===== src/rtl/ifu_fetch.sv =====
// Instruction fetch unit: one-outstanding-request fetcher feeding a 2-entry
// instruction buffer, with redirect flush, sticky halt and fault tagging.
module ifu_fetch #(
  parameter logic [63:0] RESET_PC = 64'h0000_0000_8000_0000
) (
  input  logic        clk,
  input  logic        rst,
  input  logic        redirect_valid,
  input  logic [63:0] redirect_pc,
  input  logic        halt,
  output logic        mem_req_valid,
  output logic [63:0] mem_req_addr,
  input  logic        mem_req_ready,
  input  logic        mem_rsp_valid,
  input  logic [31:0] mem_rsp_data,
  input  logic        mem_rsp_err,
  output logic        instr_valid,
  output logic [31:0] instr,
  output logic [63:0] instr_pc,
  input  logic        instr_ready,
  output logic        fetch_err
);

  localparam logic [31:0] NOP_WORD = 32'h0000_0013;

  typedef enum logic [1:0] {IDLE, FETCH, WAIT, HALT} state_t;

  state_t      state_q, state_d;
  logic [63:0] fetch_pc;
  logic [63:0] req_pc;
  logic        outstanding;
  logic        drop;
  logic [1:0]  fifo_cnt;
  logic        wr_ptr, rd_ptr;
  logic [31:0] fifo_instr [2];
  logic [63:0] fifo_pc    [2];
  logic        fifo_err   [2];

  logic can_issue, hs, rsp_fire, redir, push, pop;

  // A faulted fetch is handed to decode as a harmless addi x0,x0,0.
  function automatic logic [31:0] head_word(input logic err, input logic [31:0] word);
    return err ? NOP_WORD : word;
  endfunction

  assign can_issue     = ({1'b0, fifo_cnt} + {2'b00, outstanding}) < 3'd2;
  assign mem_req_valid = (state_q == FETCH) && can_issue && !halt;
  assign hs            = mem_req_valid && mem_req_ready;
  assign rsp_fire      = mem_rsp_valid && outstanding;
  assign redir         = redirect_valid && !halt && (state_q != HALT);
  assign push          = rsp_fire && !drop && !redir;
  assign pop           = instr_valid && instr_ready;

  always_comb begin
    state_d = state_q;
    if (halt || state_q == HALT) begin
      state_d = HALT;
    end else begin
      case (state_q)
        IDLE:    state_d = FETCH;
        FETCH:   if (hs) state_d = WAIT;
        WAIT:    if (rsp_fire) state_d = FETCH;
        default: state_d = state_q;
      endcase
    end
  end

  always_ff @(posedge clk or negedge rst) begin
    if (!rst) begin
      state_q     <= IDLE;
      fetch_pc    <= RESET_PC;
      outstanding <= 1'b0;
      drop        <= 1'b0;
      fifo_cnt    <= 2'd0;
      wr_ptr      <= 1'b0;
      rd_ptr      <= 1'b0;
    end else begin
      state_q <= state_d;
      if (redir)   fetch_pc <= redirect_pc & ~64'd3;
      else if (hs) fetch_pc <= fetch_pc + 64'd4;
      if (hs)            outstanding <= 1'b1;
      else if (rsp_fire) outstanding <= 1'b0;
      // Whatever is in flight across a redirect belongs to the old path.
      if (redir)         drop <= hs || (outstanding && !rsp_fire);
      else if (rsp_fire) drop <= 1'b0;
      if (redir) begin
        fifo_cnt <= 2'd0;
        wr_ptr   <= 1'b0;
        rd_ptr   <= 1'b0;
      end else begin
        if (push) wr_ptr <= ~wr_ptr;
        if (pop)  rd_ptr <= ~rd_ptr;
        fifo_cnt <= fifo_cnt + {1'b0, push} - {1'b0, pop};
      end
    end
  end

  always_ff @(posedge clk) begin
    if (hs) req_pc <= fetch_pc;
    if (push) begin
      fifo_instr[wr_ptr] <= mem_rsp_data;
      fifo_pc[wr_ptr]    <= req_pc;
      fifo_err[wr_ptr]   <= mem_rsp_err;
    end
  end

  assign mem_req_addr = mem_req_valid ? fetch_pc : 64'd0;
  assign instr_valid  = (fifo_cnt != 2'd0);
  assign instr        = instr_valid ? head_word(fifo_err[rd_ptr], fifo_instr[rd_ptr]) : 32'd0;
  assign instr_pc     = instr_valid ? fifo_pc[rd_ptr] : 64'd0;
  assign fetch_err    = instr_valid && fifo_err[rd_ptr];

endmodule


===== config.mk =====
export PLATFORM = sky130hd
export DESIGN_NAME = ifu_fetch
export DESIGN_NICKNAME = d
export VERILOG_FILES = /design/src/rtl/ifu_fetch.sv
export SDC_FILE = /design/constraint.sdc
export NUM_CORES = 1
export LEC_CHECK = 0
export BUFFER_PORTS_ARGS = -buffer_cell sky130_fd_sc_hd__clkbuf_2
export CORE_MARGIN = 3
export CORE_UTILIZATION = 35
export CTS_CLUSTER_DIAMETER = 50
export DETAILED_ROUTE_END_ITERATION = 16
export GPL_TIMING_DRIVEN = 0
export PLACE_DENSITY_LB_ADDON = 0.2
export RECOVER_POWER = 25
export SETUP_SLACK_MARGIN = 0.02
export SYNTH_ARGS = -nofsm -noshare
export SYNTH_HDL_FRONTEND = slang
export SYNTH_SLANG_ARGS = --single-unit
export TNS_END_PERCENT = 50

===== constraint.sdc =====
create_clock -name clk -period 7.8 [get_ports clk]
set_input_delay 0 -clock clk [delete_from_list [all_inputs] [get_ports clk]]
set_output_delay 0 -clock clk [all_outputs]
set_load 0.01 [all_outputs]

==> flow_summary.toml <==
[critical_path]
worstPathBufferInverterCount = 0
worst_path_largest_cell_delay_ps = 1260
critical_path.startpoint_type = "flop"
crit_path_cell_trace = "nand4_1 -> nor4_1 -> nand4_1 -> or4_1 -> a31oi_1"
crit_type = "reg2reg"
crit_family = "simple AND/OR/NAND/NOR gates"
critical_path_required_ps = 8260
critPathArrivalTime_ps = 4080
critical_path.max_fanout = 8
crit_top_cell = "sky130_fd_sc_hd__nand4_1"
worst_path_max_delay_cell = "sky130_fd_sc_hd__nor4_1"
cp-end-kind = "flop"

[routing]
detailroute.via_count = 9965
drt_drc_violations_left = 0
postRouteAntennaNets = 0
drt_wl_total_um = 39800
drt_pre_antenna_iters = 5
detail_route.iter0.violations = 725
via_per_inst = 4.98
routed_wire_length_per_instance_um = 19.9

[timing]
finish_stage_setup_viols = 0
fmax_mhz = 276
worst_slew_pin_slew_ps = 1400
postLayoutSetupSlackWorst_ps = 4180
final_period_utilization = 0.464
clock_skew_ps = 21.4
fin_hold_ws_ps = 73.7
fin_crit_ps = 3620
final-hold-violation-count = 0
timing.max_slew.rel_slack = 0.0575
totalNegativeSetupSlack_ps = 0
report.final.slew_viol_count = 0
setup_repair_after_global_routing_missed_its_margin = "false"

[yosys]
yosys.cell_count.top_type = "sky130_fd_sc_hd__edfxtp_1"
yosysWarningCount = 0
synth_async_sr_flop_share = 0.217
synth_top_cells_by_area = "sky130_fd_sc_hd__edfxtp_1 56%, sky130_fd_sc_hd__dfrtp_1 13%, sky130_fd_sc_hd__mux2i_1 6.8%"
postSynth.topFlopCell = "sky130_fd_sc_hd__edfxtp_1"
synth_unique_cells = 55
synth_top_cell_by_area = "sky130_fd_sc_hd__edfxtp_1"
synth.ff_latch_count = 322
synth_seq_area_share = 0.684
synth_area_per_cell_sq_um = 13.1
yosys-top-cells-count = "252 x sky130_fd_sc_hd__edfxtp_1, 139 x sky130_fd_sc_hd__nor2_1, 92 x sky130_fd_sc_hd__mux2i_1"
synth.top_cell.area_share = 0.556
post_synth_inst_count = 1039
edff_count_synth = 252
netlist_area_sq_um = 13600

[power]
p_leak_nw = 7.05
switching_share = 0.288
power.density_cell_area_nw_per_um2 = 277
power.share.combinational = 0.209
power.sequential.fraction = 0.387
internal_power_mw = 3.61
fin_total_pwr_mw = 5.07
clock_power_share = 0.404
power_switching_mw = 1.46
worst_ir_drop_vdd_v = 0.000156

[floorplanning]
initial_core_util = 0.358
die_width_um = 203
die-height_um = 203
num_rows = 71
pin_count = 267
std_cell_core_area_sq_um = 38000
die_area_sq_um = 41300

[global_route]
grt.overflow.total = 0
initial_antenna_violation_count = 1
grt_max_degree = 47
wire_length_of_the_first_global_routing_pass_um = 59800
first_global_vias = 10100
globalRouteTotalUtil = 0.189

[clock_network]
cts_tree = "done"
clock-sinks = 322
tritoncts.num_buffers = 41
worst_skew_pair.late_latency_ps = 540
root_buffer = "sky130_fd_sc_hd__clkbuf_16"
postCtsSetupBuffers = 0
ctsHtreeMaxLevel = 2
path_clk_slew_ps = 60
clock_path_buffers = 3

[final_layout]
nFillCells = 3478
multi_input_area_sq_um = 4060
final_nets = 1563
syn2layout_area_growth_pct = 34.1
seq_area_sq_um = 9320
postLayoutCellArea_sq_um = 18300
share_of_cells_above_drive_strength_1 = 0.231

[placed_design]
place_area_sq_um = 15800
numPortBuffers = 260
globalplace.congestion = 0.797
place.detailed.hpwl_um = 28100
place_ws_ps = 4270

[status]
outcome = "finished, final reports clean"

[run]
drv.max_cap_violation_count = 0

[min_path]
min_path_type = "in2reg"
registers in the layout, summed over array words and instances (netlist names):
| register | flops |
|---|---|
| fetch_pc | 62 |
| outstanding | 1 |
| state_q | 2 |
| drop | 1 |
| req_pc | 62 |
| fifo_err | 2 |
| fifo_instr | 64 |
| fifo_pc | 124 |
| wr_ptr | 1 |
| fifo_cnt | 2 |
| rd_ptr | 1 |
worst reg2reg max path, cell delays in order, from the launching register on:
cell and delay [ps]:
sky130_fd_sc_hd__dfrtp_1 510, sky130_fd_sc_hd__nand4_1 390, sky130_fd_sc_hd__nor4_1 1270, sky130_fd_sc_hd__nand4_1 590
sky130_fd_sc_hd__or4_1 630, sky130_fd_sc_hd__a31oi_1 170
per-stage QoR:
| stage | std cells | utilization |
|---|---|---|
| floorplan | 1042 | - |
| global route | 2000 | 0.480 |
| finish | 2001 | 0.480 |
| global placement | 1813 | 0.410 |
| detailed placement | 1821 | 0.415 |
| CTS | 2000 | 0.482 |
power by group through the flow:
stage                     clock, mW  sequential, mW  combinational (mW)
after floorplan                   0            1.96               0.606
after global placement            0            1.99                1.03
after detailed placement          0            2.00                1.04
after CTS                      2.10            1.96                1.08
after global routing           2.17            1.97                1.15
final                          2.05            1.96                1.06
cell usage in the layout, fill, tap and decap left out, types with 38 or more instances in the layout:
cell,count
sky130_fd_sc_hd__edfxtp_1,252
sky130_fd_sc_hd__nor2_1,137
sky130_fd_sc_hd__o21ai_0,45
sky130_fd_sc_hd__clkbuf_2,235
sky130_fd_sc_hd__clkbuf_1,57
sky130_fd_sc_hd__dlygate4sd3_1,102
sky130_fd_sc_hd__dfrtp_1,69
sky130_fd_sc_hd__clkbuf_16,43
sky130_fd_sc_hd__nand2_1,73
sky130_fd_sc_hd__mux2i_1,92
sky130_fd_sc_hd__nand3_1,38
sky130_fd_sc_hd__and2_1,64
routing by layer:
metal / global-route usage / vias up / share of wire
li1: - / 4683 / -
met1: 0.252 / 4885 / 0.44
met2: 0.314 / 335 / 0.48
met5: 0 / - / 0.00023
met4: 0.0583 / 2 / 0.025
met3: 0.0358 / 60 / 0.058
cells by family after synthesis:
logic type	share of synthesized area
AOI/OAI and AO/OA	0.0429
xor gates and xnor gates	0.0251
adders and majority gates	0.00276
buffers and inverters	0.0197
DFF	0.684
muxes	0.0676
other	0.000275
and+or+nand+nor	0.157
final timing paths:
path / slack (ps) / start / endpoint / depth (start not counted)
min in group asynchronous: 700 / rst / fetch_pc[58] / 4
worst max register to register: 4180 / fetch_pc[5] / fetch_pc[57] / 5
worst min register to register: 440 / req_pc[47] / fifo_pc[0][47] / 0
worst min-delay path: 70 / redirect_valid / fetch_pc[53] / 4
max in group asynchronous: 5810 / rst / fetch_pc[45] / 4
worst max-delay path: 4180 / fetch_pc[5] / fetch_pc[57] / 5
timing repair:
action | 4_1_cts | 5_1_grt
hold buffers | 103 | 0
endpoints found under the hold margin | 203 | 0
resized for setup | 0 | 0
final cells by class:
class	instances	area share
multi-input cells	658	0.222
clock inverters	31	0.0223
well taps	511	0.0350
repair buffers	371	0.135
clock buffers	45	0.0599
diodes	1	0.000137
inverters	11	0.00233
flip-flops and latches	322	0.510
plain buffers	51	0.0125
No activity file was read; power rests on OpenSTA's default activity.
